$ cat src/rtl/crc_check_scheduler_pkg.sv
// Shared definitions for the CRC-8 check scheduler: polynomial, init value,
// FSM encoding and the single-bit CRC update.
package crc_check_scheduler_pkg;

  localparam int unsigned BYTE_W = 8;
  localparam logic [7:0] CRC8_POLY = 8'h07;
  localparam logic [7:0] CRC8_INIT = 8'h00;

  typedef enum logic [1:0] {
    IDLE   = 2'd0,
    RECV   = 2'd1,
    SHIFT  = 2'd2,
    REPORT = 2'd3
  } state_t;

  // One MSB-first step; feeding payload then its CRC byte leaves a zero remainder.
  function automatic logic [7:0] crc8_step(input logic [7:0] crc, input logic bit_in);
    return {crc[6:0], 1'b0} ^ (crc[7] ? CRC8_POLY : 8'h00) ^ {7'b0, bit_in};
  endfunction

endpackage

$ cat src/rtl/crc_check_scheduler_engine.sv
// Bit-serial CRC-8 register: one message bit per enabled cycle, synchronous clear.
module crc8_serial_engine
  import crc_check_scheduler_pkg::*;
(
  input  logic       clk,
  input  logic       rst_n,
  input  logic       clear,
  input  logic       shift_en,
  input  logic       bit_in,
  output logic [7:0] crc
);

  always_ff @(posedge clk or negedge rst_n) begin
    if (!rst_n) begin
      crc <= CRC8_INIT;
    end else if (clear) begin
      crc <= CRC8_INIT;
    end else if (shift_en) begin
      crc <= crc8_step(crc, bit_in);
    end
  end

endmodule

$ cat src/rtl/crc_check_scheduler.sv
// Round-robin scheduler sharing one serial CRC-8 checker among NUM_REQ byte
// streams; one frame per grant, result reported with the owner's id.
module crc_check_scheduler
  import crc_check_scheduler_pkg::*;
#(
  parameter int unsigned NUM_REQ   = 4,
  parameter int unsigned ID_W      = 2,
  parameter int unsigned MAX_BYTES = 64,
  parameter int unsigned CNT_W     = 7
) (
  input  logic                      clk,
  input  logic                      rst_n,
  input  logic [NUM_REQ-1:0]        req,
  input  logic [NUM_REQ*BYTE_W-1:0] s_data,
  input  logic [NUM_REQ-1:0]        s_valid,
  input  logic [NUM_REQ-1:0]        s_last,
  output logic [NUM_REQ-1:0]        s_ready,
  output logic [NUM_REQ-1:0]        gnt,
  output logic                      busy,
  output logic                      res_valid,
  output logic [ID_W-1:0]           res_id,
  output logic                      res_error,
  output logic                      res_len_err,
  output logic [CNT_W-1:0]          res_count
);

  state_t               state_q, state_d;
  logic [NUM_REQ-1:0]   gnt_q, gnt_d;
  logic [NUM_REQ-1:0]   ready_q, ready_d;
  logic [ID_W-1:0]      owner_q, owner_d;
  logic [ID_W-1:0]      rr_q, rr_d;
  logic [7:0]           byte_q, byte_d;
  logic                 last_q, last_d;
  logic [CNT_W-1:0]     count_q, count_d;
  logic [2:0]           bit_q, bit_d;
  logic                 len_err_q, len_err_d;
  logic                 busy_q, busy_d;
  logic                 res_valid_q, res_valid_d;
  logic [ID_W-1:0]      res_id_q, res_id_d;
  logic                 res_error_q, res_error_d;
  logic                 res_len_err_q, res_len_err_d;
  logic [CNT_W-1:0]     res_count_q, res_count_d;

  logic                 crc_clear, crc_shift;
  logic [7:0]           crc;
  logic                 pick_found;
  logic [ID_W-1:0]      pick_id;
  int unsigned          idx;
  logic [7:0]           data_arr [NUM_REQ];
  logic [7:0]           sel_byte;
  logic                 sel_last;
  logic                 accept;

  for (genvar gi = 0; gi < NUM_REQ; gi++) begin : g_unpack
    assign data_arr[gi] = s_data[BYTE_W*gi +: BYTE_W];
  end

  assign sel_byte = data_arr[owner_q];
  assign sel_last = s_last[owner_q];
  assign accept   = s_valid[owner_q] & ready_q[owner_q];

  crc8_serial_engine u_engine (
    .clk      (clk),
    .rst_n    (rst_n),
    .clear    (crc_clear),
    .shift_en (crc_shift),
    .bit_in   (byte_q[7]),
    .crc      (crc)
  );

  // Round-robin pick: first requesting index at or after rr_q, wrapping.
  always_comb begin
    pick_found = 1'b0;
    pick_id    = '0;
    idx        = 0;
    for (int unsigned i = 0; i < NUM_REQ; i++) begin
      idx = (32'(rr_q) + i) % NUM_REQ;
      if (!pick_found && req[ID_W'(idx)]) begin
        pick_found = 1'b1;
        pick_id    = ID_W'(idx);
      end
    end
  end

  always_ff @(posedge clk or negedge rst_n) begin
    if (!rst_n) begin
      state_q <= IDLE;
    end else begin
      state_q <= state_d;
    end
  end

  // Next state plus the next value of every registered output and datapath reg.
  always_comb begin
    state_d       = state_q;
    gnt_d         = gnt_q;
    ready_d       = '0;
    owner_d       = owner_q;
    rr_d          = rr_q;
    byte_d        = byte_q;
    last_d        = last_q;
    count_d       = count_q;
    bit_d         = bit_q;
    len_err_d     = len_err_q;
    res_valid_d   = 1'b0;
    res_id_d      = res_id_q;
    res_error_d   = res_error_q;
    res_len_err_d = res_len_err_q;
    res_count_d   = res_count_q;
    crc_clear     = 1'b0;
    crc_shift     = 1'b0;

    case (state_q)
      IDLE: begin
        if (pick_found) begin
          state_d   = RECV;
          gnt_d     = NUM_REQ'(1) << pick_id;
          ready_d   = NUM_REQ'(1) << pick_id;
          owner_d   = pick_id;
          count_d   = '0;
          len_err_d = 1'b0;
          crc_clear = 1'b1;
        end
      end
      RECV: begin
        ready_d = gnt_q;
        if (accept) begin
          state_d = SHIFT;
          ready_d = '0;
          byte_d  = sel_byte;
          last_d  = sel_last;
          count_d = CNT_W'(count_q + 1'b1);
          bit_d   = 3'd0;
        end
      end
      SHIFT: begin
        crc_shift = 1'b1;
        byte_d    = {byte_q[6:0], 1'b0};
        bit_d     = 3'(bit_q + 3'd1);
        if (bit_q == 3'd7) begin
          if (last_q) begin
            state_d = REPORT;
          end else if (count_q == CNT_W'(MAX_BYTES)) begin
            state_d   = REPORT;
            len_err_d = 1'b1;
          end else begin
            state_d = RECV;
            ready_d = gnt_q;
          end
        end
      end
      REPORT: begin
        state_d       = IDLE;
        gnt_d         = '0;
        res_valid_d   = 1'b1;
        res_id_d      = owner_q;
        res_count_d   = count_q;
        res_len_err_d = len_err_q;
        res_error_d   = (crc != 8'h00) | len_err_q;
        rr_d          = (owner_q == ID_W'(NUM_REQ - 1)) ? '0 : ID_W'(owner_q + 1'b1);
      end
      default: begin
        state_d = IDLE;
        gnt_d   = '0;
      end
    endcase

    busy_d = (state_d != IDLE);
  end

  always_ff @(posedge clk or negedge rst_n) begin
    if (!rst_n) begin
      gnt_q         <= '0;
      ready_q       <= '0;
      owner_q       <= '0;
      rr_q          <= '0;
      byte_q        <= '0;
      last_q        <= 1'b0;
      count_q       <= '0;
      bit_q         <= '0;
      len_err_q     <= 1'b0;
      busy_q        <= 1'b0;
      res_valid_q   <= 1'b0;
      res_id_q      <= '0;
      res_error_q   <= 1'b0;
      res_len_err_q <= 1'b0;
      res_count_q   <= '0;
    end else begin
      gnt_q         <= gnt_d;
      ready_q       <= ready_d;
      owner_q       <= owner_d;
      rr_q          <= rr_d;
      byte_q        <= byte_d;
      last_q        <= last_d;
      count_q       <= count_d;
      bit_q         <= bit_d;
      len_err_q     <= len_err_d;
      busy_q        <= busy_d;
      res_valid_q   <= res_valid_d;
      res_id_q      <= res_id_d;
      res_error_q   <= res_error_d;
      res_len_err_q <= res_len_err_d;
      res_count_q   <= res_count_d;
    end
  end

  assign gnt         = gnt_q;
  assign s_ready     = ready_q;
  assign busy        = busy_q;
  assign res_valid   = res_valid_q;
  assign res_id      = res_id_q;
  assign res_error   = res_error_q;
  assign res_len_err = res_len_err_q;
  assign res_count   = res_count_q;

endmodule

$ cat config.mk
export PLATFORM = sky130hd
export DESIGN_NAME = crc_check_scheduler
export DESIGN_NICKNAME = d
export VERILOG_FILES = /design/src/rtl/crc_check_scheduler_pkg.sv /design/src/rtl/crc_check_scheduler_engine.sv /design/src/rtl/crc_check_scheduler.sv
export SDC_FILE = /design/constraint.sdc
export NUM_CORES = 1
export LEC_CHECK = 0
export BUFFER_PORTS_ARGS = -buffer_cell sky130_fd_sc_hd__buf_2
export CORE_ASPECT_RATIO = 1.25
export CORE_UTILIZATION = 50
export CTS_BUF_LIST = sky130_fd_sc_hd__clkbuf_4 sky130_fd_sc_hd__clkbuf_8
export CTS_CLUSTER_SIZE = 24
export DETAILED_ROUTE_END_ITERATION = 10
export PLACE_DENSITY = 0.78
export SYNTH_ARGS = -nofsm -noshare
export SYNTH_HDL_FRONTEND = slang
export SYNTH_SLANG_ARGS = --single-unit
$ cat constraint.sdc
create_clock -name clk -period 1.7 [get_ports clk]
set_input_delay 0.17 -clock clk [delete_from_list [all_inputs] [get_ports clk]]
set_output_delay 0.17 -clock clk [all_outputs]
set_load 0.005 [all_outputs]
==> impl_metrics.ini <==
[status]
run_status = finished, final reports clean

[timing]
fin_skew_ps = 4.314
relSlewSlack_pct = 58.16
tightestPinTransition_ps = 624.2
period_needed_ps = 1625
rsz0062_at_grt = no
clock.fmax_mhz = 615.2
drv_slew = 0
tns_ps = 0
fin_crit_sh_pct = 95.61
finalHoldViolCount = 0
setup_viol = 0

[floorplanning]
dieArea_um2 = 5857
coreArea_um2 = 5225
die_w_um = 68.65
io_pins = 67
dieHeight_um = 85.32
rows = 29
start_util_pct = 53.14

[worst_setup_path]
crit_path_end_kind = flip-flop
rr_worst_depth = 3
worst-setup-path-type = reg -> reg
required_ps = 1900
cp_data_arrival_time_ps = 1830
r2r_end = byte_q[6]
critPathMaxFanout = 7
reg2reg_slack_ps = 70
startpoint_type = flip-flop
r2r-start = owner_q[0]

[yosys]
ys_ff_latch = 55
synthArstFlopShare_pct = 100.0
syn_avg_cell_area_um2 = 11.62
syn_area_um2 = 2776
netlist-cell-type-count = 52
synth_cells = 239
synth_edf_count = 0
seq_area_frac_synth_pct = 49.57
syn_nets = 290
ys_warn_count = 0
synth_ff_type = dfrtp_1

[clock_tree]
ctsRootBufferMaster = clkbuf_8
clock_latency_ps = 310
cts_buffers = 5
cts_tree = built
cts-htree-levels = 2
clock_sinks = 55
clk_path_buf_depth = 2
clkTransAtPathRegs_ps = 90

[global_routing]
overflow = 0
track_usage_pct = 24.50
met2_usage_pct = 39.93
grt_busiest_layer = met2
grt_use_met1_pct = 31.81
use_met3_pct = 4.435
grt_pass1_vias = 2284
grt_antenna_before_repair = 0
grt_pass1_wl_um = 10670
grt_max_degree = 41

[drt]
final_antenna_net_count = 0
drcViolationCount = 0
routed_wl_um = 6312
dr_total_vias = 2240
via_per_inst = 5.849
drt_iter0_drc = 160
first_pass_iters = 4
wl_per_cell_um = 16.48

[placed_design]
portBuffers = 66
dp_hpwl_um = 4881
globalplace.congestion = 0.8318
dpl_cell_area_um2 = 3273

[cells_and_area]
area_delta_synth_final_pct = 22.49
nets = 371
final_common_cell = buf_2
fin_area_um2 = 3401
fillers = 424
layout-drive-gt1-share_pct = 39.25
diodes = 0
final_cell_mix = 66 x buf_2, 55 x dfrtp_1, 29 x nand2_1

[power]
powerDensity_nw_per_um2 = 1476
power_mw = 5.021
irDropWorstVdd_v = 0.0008523
leakage_nw = 1.626

[run]
cap_violations = 0

[min_path]
min_path_type = in -> async
==> metrics by stage <==
| step | instances | hold WS (ps) | util, % | worst slack, ps |
|---|---|---|---|---|
| 5_1_grt | 383 | 313.9 | 65.09 | 8.347 |
| 6_report | 383 | 308.8 | 65.09 | 74.64 |
| 4_1_cts | 383 | 305.3 | 64.92 | 54.35 |
| 3_3_place_gp | 374 | 111.6 | 62.64 | -9.250 |
| 3_5_place_dp | 374 | 122.2 | 62.64 | -81.87 |
| 2_1_floorplan | 239 | -125.6 | - | 66.12 |
==> worst max path at each step <==
stage                           from    endpoint  cells after the start
after detailed placement  state_q[1]      gnt[3]                      3
after floorplan           owner_q[0]      last_q                      6
after global placement    state_q[1]      gnt[1]                      3
final                     owner_q[0]   byte_q[6]                      3
after global routing      owner_q[1]  count_q[5]                      4
after CTS                 state_q[1]  count_q[5]                      4
==> critical path: stages, from the launching register on <==
cell and delay (ps):
dfrtp_1 470, buf_4 230, mux4_2 510, a221o_1 310
==> flip-flops by register name, indices dropped and copies added (netlist names) <==
register,flops
count_q,7
rr_q,2
state_q,2
byte_q,8
bit_q,3
u_engine.crc,8
s_ready,4
len_err_q,1
res_len_err,1
busy,1
res_valid,1
gnt,4
res_error,1
owner_q,2
last_q,1
res_id,2
res_count,7
==> layer usage <==
layer / wire (µm) / part of all wire, % / vias up
met4: 146 / 2.3 / 0
li1: - / - / 1059
met3: 281 / 4.5 / 14
met5: 0 / 0 / -
met2: 3217 / 51 / 75
met1: 2666 / 42 / 1092
==> cell usage after synthesis, types with 4 or more instances <==
| library cell | instances | area (µm²) |
|---|---|---|
| mux4_2 | 9 | 202.7 |
| o21ai_1 | 12 | 60.06 |
| ha_1 | 5 | 62.56 |
| nand3_1 | 7 | 35.03 |
| buf_2 | 8 | 40.04 |
| and2_1 | 5 | 31.28 |
| inv_1 | 6 | 22.52 |
| mux2_2 | 9 | 101.4 |
| a221o_1 | 4 | 40.04 |
| a32o_1 | 8 | 80.08 |
| nand2b_1 | 8 | 50.05 |
| dfrtp_1 | 55 | 1376 |
| nand2_1 | 30 | 112.6 |
| o21ai_0 | 8 | 40.04 |
| o311ai_1 | 4 | 35.03 |
| a21oi_1 | 5 | 25.02 |
| o31ai_1 | 4 | 30.03 |
==> cell families (layout without fill, tap and decap cells) <==
kind of cell / count (synthesis) / count (layout) / share of synthesized area [%]
DFF: 55 / 55 / 49.57
xor gates and xnor gates: 3 / 3 / 0.9465
muxes: 21 / 21 / 12.21
buffers and inverters: 20 / 102 / 3.740
and+or+nand+nor: 76 / 76 / 15.50
adders and majority gates: 5 / 5 / 2.253
AOI/OAI and AO/OA: 59 / 59 / 15.77
==> final cells by class <==
| cell class | instances | area (µm²) | share of cell area (%) |
|---|---|---|---|
| Clock buffer | 8 | 103.9 | 3.054 |
| Timing Repair Buffer | 88 | 510.5 | 15.01 |
| Multi-Input combinational cell | 164 | 1310 | 38.52 |
| Inverter | 6 | 22.52 | 0.6623 |
| Tap cell | 62 | 77.57 | 2.281 |
| Sequential cell | 55 | 1376 | 40.47 |
==> repair_timing <==
action | CTS | global route
endpoints found under the hold margin | 15 | 0
buffers inserted | 0 | 0
hold buffers | 1 | 0
pin swaps | 0 | 0
setup endpoints to repair | 5 | 5
gates resized for setup | 1 | 3
==> where the power goes <==
part | leakage, nW | total, mW | switching (mW) | internal, mW
combinational | 0.848 | 2.26 | 1.14 | 1.12
clock | 0.0549 | 0.799 | 0.411 | 0.389
sequential | 0.723 | 1.96 | 0.276 | 1.68
total | 1.63 | 5.02 | 1.83 | 3.19
Note: power is estimated with default switching activity, not from simulation.
